--- config.mk ---
export PLATFORM = sky130hd
export DESIGN_NAME = tl_reg_bridge
export DESIGN_NICKNAME = d
export VERILOG_FILES = /design/src/rtl/tl_reg_bridge.sv
export SDC_FILE = /design/constraint.sdc
export NUM_CORES = 1
export LEC_CHECK = 0
export ABC_AREA = 1
export ABC_CLOCK_PERIOD_IN_PS = 3320
export BUFFER_PORTS_ARGS = -buffer_cell sky130_fd_sc_hd__buf_2
export CAP_MARGIN = 5
export CORE_ASPECT_RATIO = 0.6
export CORE_MARGIN = 2
export CORE_UTILIZATION = 35
export DETAILED_ROUTE_END_ITERATION = 10
export PLACE_DENSITY = 0.6
export SYNTH_ARGS = -nofsm -noshare
export SYNTH_HDL_FRONTEND = slang
export SYNTH_SLANG_ARGS = --single-unit
export TNS_END_PERCENT = 30
--- constraint.sdc ---
create_clock -name clk -period 3.32 [get_ports clk]
set_input_delay 0.996 -clock clk [delete_from_list [all_inputs] [get_ports clk]]
set_output_delay 0.996 -clock clk [all_outputs]
set_load 0.005 [all_outputs]
--- src/rtl/tl_reg_bridge.sv ---
// TileLink-UL style request/response bridge onto a simple register-file port.
// Requests flow through a fixed-length delay line into an in-order response FIFO.
module tl_reg_bridge #(
  parameter int DW     = 32,
  parameter int AW     = 4,
  parameter int IW     = 2,
  parameter int DEPTH  = 4,
  parameter int RD_LAT = 1
) (
  input  logic            clk,
  input  logic            rst_n,
  input  logic            a_valid,
  input  logic [3:0]      a_opcode,
  input  logic [DW/8-1:0] a_mask,
  input  logic [AW-1:0]   a_address,
  input  logic [IW-1:0]   a_source,
  input  logic [DW-1:0]   a_data,
  output logic            a_ready,
  input  logic            d_ready,
  output logic            d_valid,
  output logic [3:0]      d_opcode,
  output logic [IW-1:0]   d_source,
  output logic            d_error,
  output logic [DW-1:0]   d_data,
  output logic            reg_wr,
  output logic            reg_rd,
  output logic [DW/8-1:0] reg_byte,
  output logic [AW-1:0]   reg_addr,
  output logic [DW-1:0]   reg_wdata,
  input  logic [DW-1:0]   reg_rdata
);
  localparam int BW = DW / 8;
  localparam int PW = $clog2(DEPTH) + 1;
  localparam int OW = $clog2(DEPTH) + 1;
  localparam int NS = RD_LAT + 1;
  localparam logic [OW-1:0] DEPTH_C = OW'(DEPTH);

  typedef enum logic [1:0] {K_PUT = 2'd0, K_GET = 2'd1, K_ILL = 2'd2} kind_e;

  kind_e           a_kind;
  logic            accept, push, pop;
  logic            a_ready_q, a_ready_d;
  logic [OW-1:0]   occ_q, occ_d;
  logic [PW-1:0]   wr_ptr_q, wr_ptr_d, rd_ptr_q, rd_ptr_d;
  logic            reg_wr_q, reg_wr_d, reg_rd_q, reg_rd_d;
  logic [BW-1:0]   reg_byte_q, reg_byte_d;
  logic [AW-1:0]   reg_addr_q, reg_addr_d;
  logic [DW-1:0]   reg_wdata_q, reg_wdata_d;
  logic            dl_vld_q [NS];
  logic            dl_vld_d [NS];
  kind_e           dl_kind_q [NS];
  kind_e           dl_kind_d [NS];
  logic [IW-1:0]   dl_src_q [NS];
  logic [IW-1:0]   dl_src_d [NS];
  logic [3:0]      mem_op   [DEPTH];
  logic            mem_err  [DEPTH];
  logic [IW-1:0]   mem_src  [DEPTH];
  logic [DW-1:0]   mem_data [DEPTH];
  logic [PW-2:0]   rd_idx;

  always_comb begin
    a_kind = K_ILL;
    case (a_opcode)
      4'd0, 4'd1: a_kind = K_PUT;
      4'd4:       a_kind = K_GET;
      default:    a_kind = K_ILL;
    endcase
  end

  assign accept = a_valid && a_ready_q;
  assign push   = dl_vld_q[RD_LAT];
  assign pop    = d_valid && d_ready;

  // Register strobe for the cycle following acceptance; illegal opcodes never touch the file.
  always_comb begin
    reg_wr_d    = 1'b0;
    reg_rd_d    = 1'b0;
    reg_byte_d  = '0;
    reg_addr_d  = '0;
    reg_wdata_d = '0;
    if (accept && a_kind != K_ILL) begin
      reg_wr_d    = (a_kind == K_PUT);
      reg_rd_d    = (a_kind == K_GET);
      reg_addr_d  = a_address;
      reg_byte_d  = (a_opcode == 4'd0) ? '1 : a_mask;
      reg_wdata_d = (a_kind == K_PUT) ? a_data : '0;
    end
  end

  always_comb begin
    dl_vld_d[0]  = accept;
    dl_kind_d[0] = a_kind;
    dl_src_d[0]  = a_source;
    for (int i = 1; i < NS; i++) begin
      dl_vld_d[i]  = dl_vld_q[i-1];
      dl_kind_d[i] = dl_kind_q[i-1];
      dl_src_d[i]  = dl_src_q[i-1];
    end
  end

  // Occupancy covers both the delay line and the FIFO, so the FIFO can never overflow.
  always_comb begin
    wr_ptr_d  = wr_ptr_q + PW'(push);
    rd_ptr_d  = rd_ptr_q + PW'(pop);
    occ_d     = occ_q + OW'(accept) - OW'(pop);
    a_ready_d = (occ_d < DEPTH_C);
  end

  always_ff @(posedge clk or negedge rst_n) begin
    if (!rst_n) begin
      a_ready_q   <= 1'b0;
      occ_q       <= '0;
      wr_ptr_q    <= '0;
      rd_ptr_q    <= '0;
      reg_wr_q    <= 1'b0;
      reg_rd_q    <= 1'b0;
      reg_byte_q  <= '0;
      reg_addr_q  <= '0;
      reg_wdata_q <= '0;
      for (int i = 0; i < NS; i++) begin
        dl_vld_q[i]  <= 1'b0;
        dl_kind_q[i] <= K_PUT;
        dl_src_q[i]  <= '0;
      end
    end else begin
      a_ready_q   <= a_ready_d;
      occ_q       <= occ_d;
      wr_ptr_q    <= wr_ptr_d;
      rd_ptr_q    <= rd_ptr_d;
      reg_wr_q    <= reg_wr_d;
      reg_rd_q    <= reg_rd_d;
      reg_byte_q  <= reg_byte_d;
      reg_addr_q  <= reg_addr_d;
      reg_wdata_q <= reg_wdata_d;
      for (int i = 0; i < NS; i++) begin
        dl_vld_q[i]  <= dl_vld_d[i];
        dl_kind_q[i] <= dl_kind_d[i];
        dl_src_q[i]  <= dl_src_d[i];
      end
    end
  end

  // Read data is captured on the same edge the matching request leaves the delay line.
  always_ff @(posedge clk) begin
    if (push) begin
      mem_op[wr_ptr_q[PW-2:0]]   <= (dl_kind_q[RD_LAT] == K_GET) ? 4'd1 : 4'd0;
      mem_err[wr_ptr_q[PW-2:0]]  <= (dl_kind_q[RD_LAT] == K_ILL);
      mem_src[wr_ptr_q[PW-2:0]]  <= dl_src_q[RD_LAT];
      mem_data[wr_ptr_q[PW-2:0]] <= (dl_kind_q[RD_LAT] == K_GET) ? reg_rdata : '0;
    end
  end

  assign rd_idx    = rd_ptr_q[PW-2:0];
  assign d_valid   = (wr_ptr_q != rd_ptr_q);
  assign d_opcode  = d_valid ? mem_op[rd_idx]   : '0;
  assign d_error   = d_valid ? mem_err[rd_idx]  : 1'b0;
  assign d_source  = d_valid ? mem_src[rd_idx]  : '0;
  assign d_data    = d_valid ? mem_data[rd_idx] : '0;

  assign a_ready   = a_ready_q;
  assign reg_wr    = reg_wr_q;
  assign reg_rd    = reg_rd_q;
  assign reg_byte  = reg_byte_q;
  assign reg_addr  = reg_addr_q;
  assign reg_wdata = reg_wdata_q;
endmodule
======== Word level (Yosys, flattened, before mapping) ========
Memory sizes are Yosys's and may differ from the RTL's.
Cells that the tools add are included.
cells by class
  add/sub/neg operators ................... 4
  magnitude comparators ................... 1
  equality and inequality tests ........... 7
  muxes and demuxes ....................... 16
  reductions and logical operators ........ 6
operator list
  cell                                                             number
  32-bit two-way mux                                               4
  4-bit two-way mux                                                4
  3-bit by 1-bit adder with 3-bit output                           3
  1-bit two-way mux                                                6
  2-bit by 1-bit == test with 1-bit output, second input constant  2
  4-bit by 1-bit == test with 1-bit output, second input constant  1
  4-bit by 3-bit == test with 1-bit output, second input constant  1
  4-bit zero test                                                  1
  2-bit one-hot mux with 2 select lines                            1
  1-bit logical AND                                                3
  3-bit < comparator, second input constant                        1
  3-bit != test                                                    1
  3-bit by 1-bit subtractor with 3-bit output                      1
  2-bit == test, second input constant                             1
  2-bit zero test                                                  1
  2-bit two-way mux                                                1
  2-bit != test, second input constant                             1
  2-bit OR reduction                                               1
storage, ports and cells
  bits in registers ....................... 62
  memory bits (writable) .................. 144
  bits of input ports ..................... 82
  output and inout port bits .............. 83
  word-level logic and storage cells ...... 53
  memories ................................ 4
memories
  memory    depth  width  rd ports  clocked after Yosys merged registers in  wr ports  RTL line  text
  mem_data  4      32     1         0                                        1         58        logic [DW-1:0] mem_data [DEPTH];
  mem_src   4      2      1         0                                        1         57        logic [IW-1:0] mem_src [DEPTH];
  mem_err   4      1      1         0                                        1         56        logic mem_err [DEPTH];
  mem_op    4      1      1         0                                        1         55        logic [3:0] mem_op [DEPTH];

======== Logic depth before layout (Yosys ltp) ========
  depth after elaboration ................. 6
  gate-level depth with buffers ........... 12
  mapped depth without buffers ............ 12

======== Worst setup path after synthesis ========
OpenSTA, ideal clock, no wires.
  path type ............................... register to register
  start point ............................. reg wr_ptr_q[0]
  end point ............................... mem mem_data[3][0], enable pin
  library setup time ...................... 0.474 ns
  arrival ................................. 3.003 ns
  data required time ...................... 2.846 ns
  setup slack ............................. -0.158 ns
  stages on the path, launching flop included .. 3
  path buffers ............................ 0
  clock period less this slack ............ 3.478 ns
  cell sequence ........................... dfrtp_1 inv_1 nor3_1
RTL lines
  item                    RTL line  text
  start, declared         44        logic [PW-1:0] wr_ptr_q, wr_ptr_d, rd_ptr_q, rd_ptr_d;
  start signal, assigned  128       wr_ptr_q <= wr_ptr_d;
  end, declared           58
No word-level cell before the write port.

======== Worst setup path in the final report ========
  start point ............................. reg rd_ptr_q[1]
  end point ............................... out d_data[26]
on the way
  longest elaborated chain between the ends .. 2
  elaborated cells on any way between the ends .. 3
  those cells by class .................... eq/ne (1); mux (1); memory (1)
ends and longest elaborated chain
  item                                                RTL line  text
  start, declared                                     44
  start signal, assigned                              129       rd_ptr_q <= rd_ptr_d;
  memory 4 x 32 bit or 3-bit != test (tied branches)  -
  32-bit two-way mux *                                158       assign d_data = d_valid ? mem_data[rd_idx] : '0;
  end, declared                                       24        output logic [DW-1:0] d_data,
Every way passes the cells marked *; elsewhere a longest branch is shown, timed or not.

==> run metrics <==
status completed; H-tree Lvls 1; Slew Limit Fails 0; via count around 5.3k; vias per inst approximately 4.4; average wire per standard cell between 15 and 20 um; Clk pwr share between 20 and 30%; flops & latches, synth 206; Root Driver clkbuf_16; Worst-path clk slew around 60 ps; Chip Width roughly 200 um; post-synth top area cell edfxtp_1; Tightest Hold Check Type reg2reg; I/O Buffers about 160; Post-Synthesis Cells approximately 700; Pint between 5 and 6 mW; Comb power frac between 30% and 40%; Clock Skew ~16 ps; Clock Path Buffers 3; Final nets 956; crit path kind reg2out; final setup fails 0; DP Worst Slack slightly above 600 ps; commonest register cell after synthesis edfxtp_1; commonest cells in the netlist nor2_1, edfxtp_1, inv_1; initial antenna violation count 2; Die ar. about 25000 um^2; site row count between 40 and 50; crit-path cells inv_2, nand2_1, nand2_1, nand3_2, inv_6, buf_4, a21oi_2, buf_2; pwr/cell area about 800 nW/um^2; clk sinks between 200 and 250; I/O Pins roughly 170; Starting DRT DRC Count around 310; top-count cell post-synth nor2_1; Area growth, synth to finish 22.5%; P_leak approximately 4.5 nW; Final Hold Viols 0; Peak VDD IR roughly 0.4 mV; Starting Density 35.5%; Worst path max stage delay ~530 ps; fin crit share around 94%; DR pass1 iterations 5; Finished Layout Cells 1198; fin crit period just over 3000 ps; CTS buffer count 21; layout cells sized above 1 between 20% and 30%; clk_lat worst skew 500 ps; total grt overflow 0; Ys Warns 0; vias in the first global route between 5k and 6k; startpoint types flop; RSZ-0062 raised after global routing false; Netlist cell types 26; most used cell, CP nand2_1; Fmax approximately 0.32 GHz; EDFF count, synth 144; post-synth top area share roughly 53%; sequential share of the synthesized area a little under three quarters; Crit-path slowest cell dfrtp_2; post-layout instance area 10000 um^2; global-route wire length before repair between 20 and 30 mm; CORE AREA ~23000 um^2; CTS tree yes; DRT antenna net count 0; # hold bufs at CTS 0; syn avg cell area around 12 um^2; net switching power ~2.8 mW; Post-DP HPWL approximately 12 mm; die height roughly 120 um; CP Max Fanout 27; largest net degree at the start of global routing 54; Max Cap Violations 0; final setup margin between 200 and 250 ps; main area contributors after synthesis edfxtp_1, dfrtp_1, nor2_1; Required @ worst endpoint roughly 2300 ps; Area after DPL 9350 um^2; sw frac ~34%; sequential share of power roughly 40%; Async SR Flop Fraction a little under a third; WL final between 15 and 20 mm; r2r setup slk between 1000 and 1500 ps; CP endpoint kind output pin; Final GP Congestion ~0.73; Netlist Area Pre-Place slightly above 8000 um^2; drt drc 0; critical path arrival roughly 2100 ps; dpl cells about 1.2k; GR Util All Layers between 10 and 15%
## power groups by stage
stage          Combinational, mW  Clock (mW)  Sequential (mW)
6_report                    2.73        2.23             3.25
5_1_grt                     3.08        2.38             3.29
4_1_cts                     2.77        2.28             3.25
3_5_place_dp                2.75           0             3.30
3_3_place_gp                2.74           0             3.29
2_1_floorplan               1.74           0             3.27
## per-layer routing
metal	wire length (um)	up-vias	GRT usage, %
met3	1120	22	3.56
met5	0	-	0
met4	329	0	3.95
met2	7450	134	21.0
met1	9200	2536	22.4
li1	-	2599	-
## cell type report
type	count	area (um^2)
Tap cell	315	394
Clock inverter	6	43.8
Multi-Input combinational cell	364	1750
Timing Repair Buffer	181	972
Inverter	94	358
Antenna cell	1	2.50
Fill cell	2223	13000
Clock buffer	31	604
Sequential cell	206	5880
## sequential cells by signal (all words and copies together), names as in the netlist
| signal | cells |
|---|---|
| dl_src_d | 2 |
| mem_err | 4 |
| dl_kind_q | 2 |
| rd_ptr_q | 3 |
| occ_q | 3 |
| push | 1 |
| mem_op | 4 |
| reg_addr | 4 |
| reg_wdata | 32 |
| dl_src_q | 2 |
| reg_wr | 1 |
| a_ready | 1 |
| mem_data | 128 |
| reg_byte | 4 |
| reg_rd | 1 |
| wr_ptr_q | 3 |
| dl_kind_d | 2 |
| dl_vld_d | 1 |
| mem_src | 8 |
## logic make-up (layout without fill, tap and decap cells)
group / Yosys count / after routing / share of synthesized area, %
AOI/OAI and AO/OA: 113 / 113 / 8.30
xor gates and xnor gates: 5 / 5 / 0.628
adders and majority gates: 6 / 6 / 1.01
buffers and inverters: 129 / 312 / 6.94
DFF: 206 / 206 / 71.9
other: 1 / 4 / 0.0459
and+or+nand+nor: 237 / 237 / 11.1
## worst paths after layout
kind	start	to	depth (start not counted)
worst max-delay path	rd_ptr_q[1]$_DFF_PN0_	d_data[26]	8
worst min-delay path	dl_src_d[1]$_DFF_PN0_	dl_src_q[1]$_DFF_PN0_	0
worst max register to register	rd_ptr_q[1]$_DFF_PN0_	a_ready$_DFF_PN0_	12
worst min register to register	dl_src_d[1]$_DFF_PN0_	dl_src_q[1]$_DFF_PN0_	0
max in group asynchronous	rst_n	rd_ptr_q[0]$_DFF_PN0_	2
min in group asynchronous	rst_n	reg_wdata[0]$_DFF_PN0_	1
## layout by cell type, fill, tap and decap left out
cell / synthesis / layout
inv_8: 0 / 1
dfrtp_2: 0 / 2
buf_6: 1 / 1
o21ai_1: 7 / 7
clkbuf_1: 13 / 4
a21oi_2: 30 / 30
xor2_1: 4 / 4
diode_2: 0 / 1
nand3_1: 4 / 4
clkinv_4: 0 / 1
or2_2: 1 / 1
dfrtp_1: 62 / 60
ha_1: 5 / 5
conb_1: 1 / 3
buf_12: 0 / 1
clkbuf_4: 0 / 3
inv_2: 2 / 2
buf_2: 7 / 161
clkinv_2: 0 / 3
buf_4: 8 / 18
nor2_1: 216 / 216
xnor2_2: 1 / 1
edfxtp_1: 144 / 144
nand3_2: 1 / 1
fa_1: 1 / 1
a21oi_1: 10 / 10
nor3_2: 0 / 4
clkbuf_16: 0 / 21
inv_6: 0 / 2
nand2_1: 11 / 11
clkbuf_8: 0 / 3
inv_1: 91 / 91
o21ai_0: 66 / 66
## through the flow
step	setup TNS [ps]	util, %	power [mW]	hold WS [ps]
2_1_floorplan	-19740	-	5.01	331
3_3_place_gp	0	40.6	6.03	333
3_5_place_dp	0	40.6	6.05	335
4_1_cts	0	43.4	8.31	349
5_1_grt	0	43.4	8.74	356
6_report	0	43.4	8.21	346
## repair_timing
item | 4_1_cts | 5_1_grt
setup endpoints to repair | 0 | 14
buffers inserted | 0 | 0
resized for setup | 0 | 2
## worst max-delay path, delay by kind of cell (launching register included)
| kind | cells | cell delay (ps) |
|---|---|---|
| compound gates | 1 | 40 |
| buf+inv | 4 | 800 |
| flops | 1 | 530 |
| simple gates | 3 | 260 |
No activity file was read; power rests on OpenSTA's default activity.
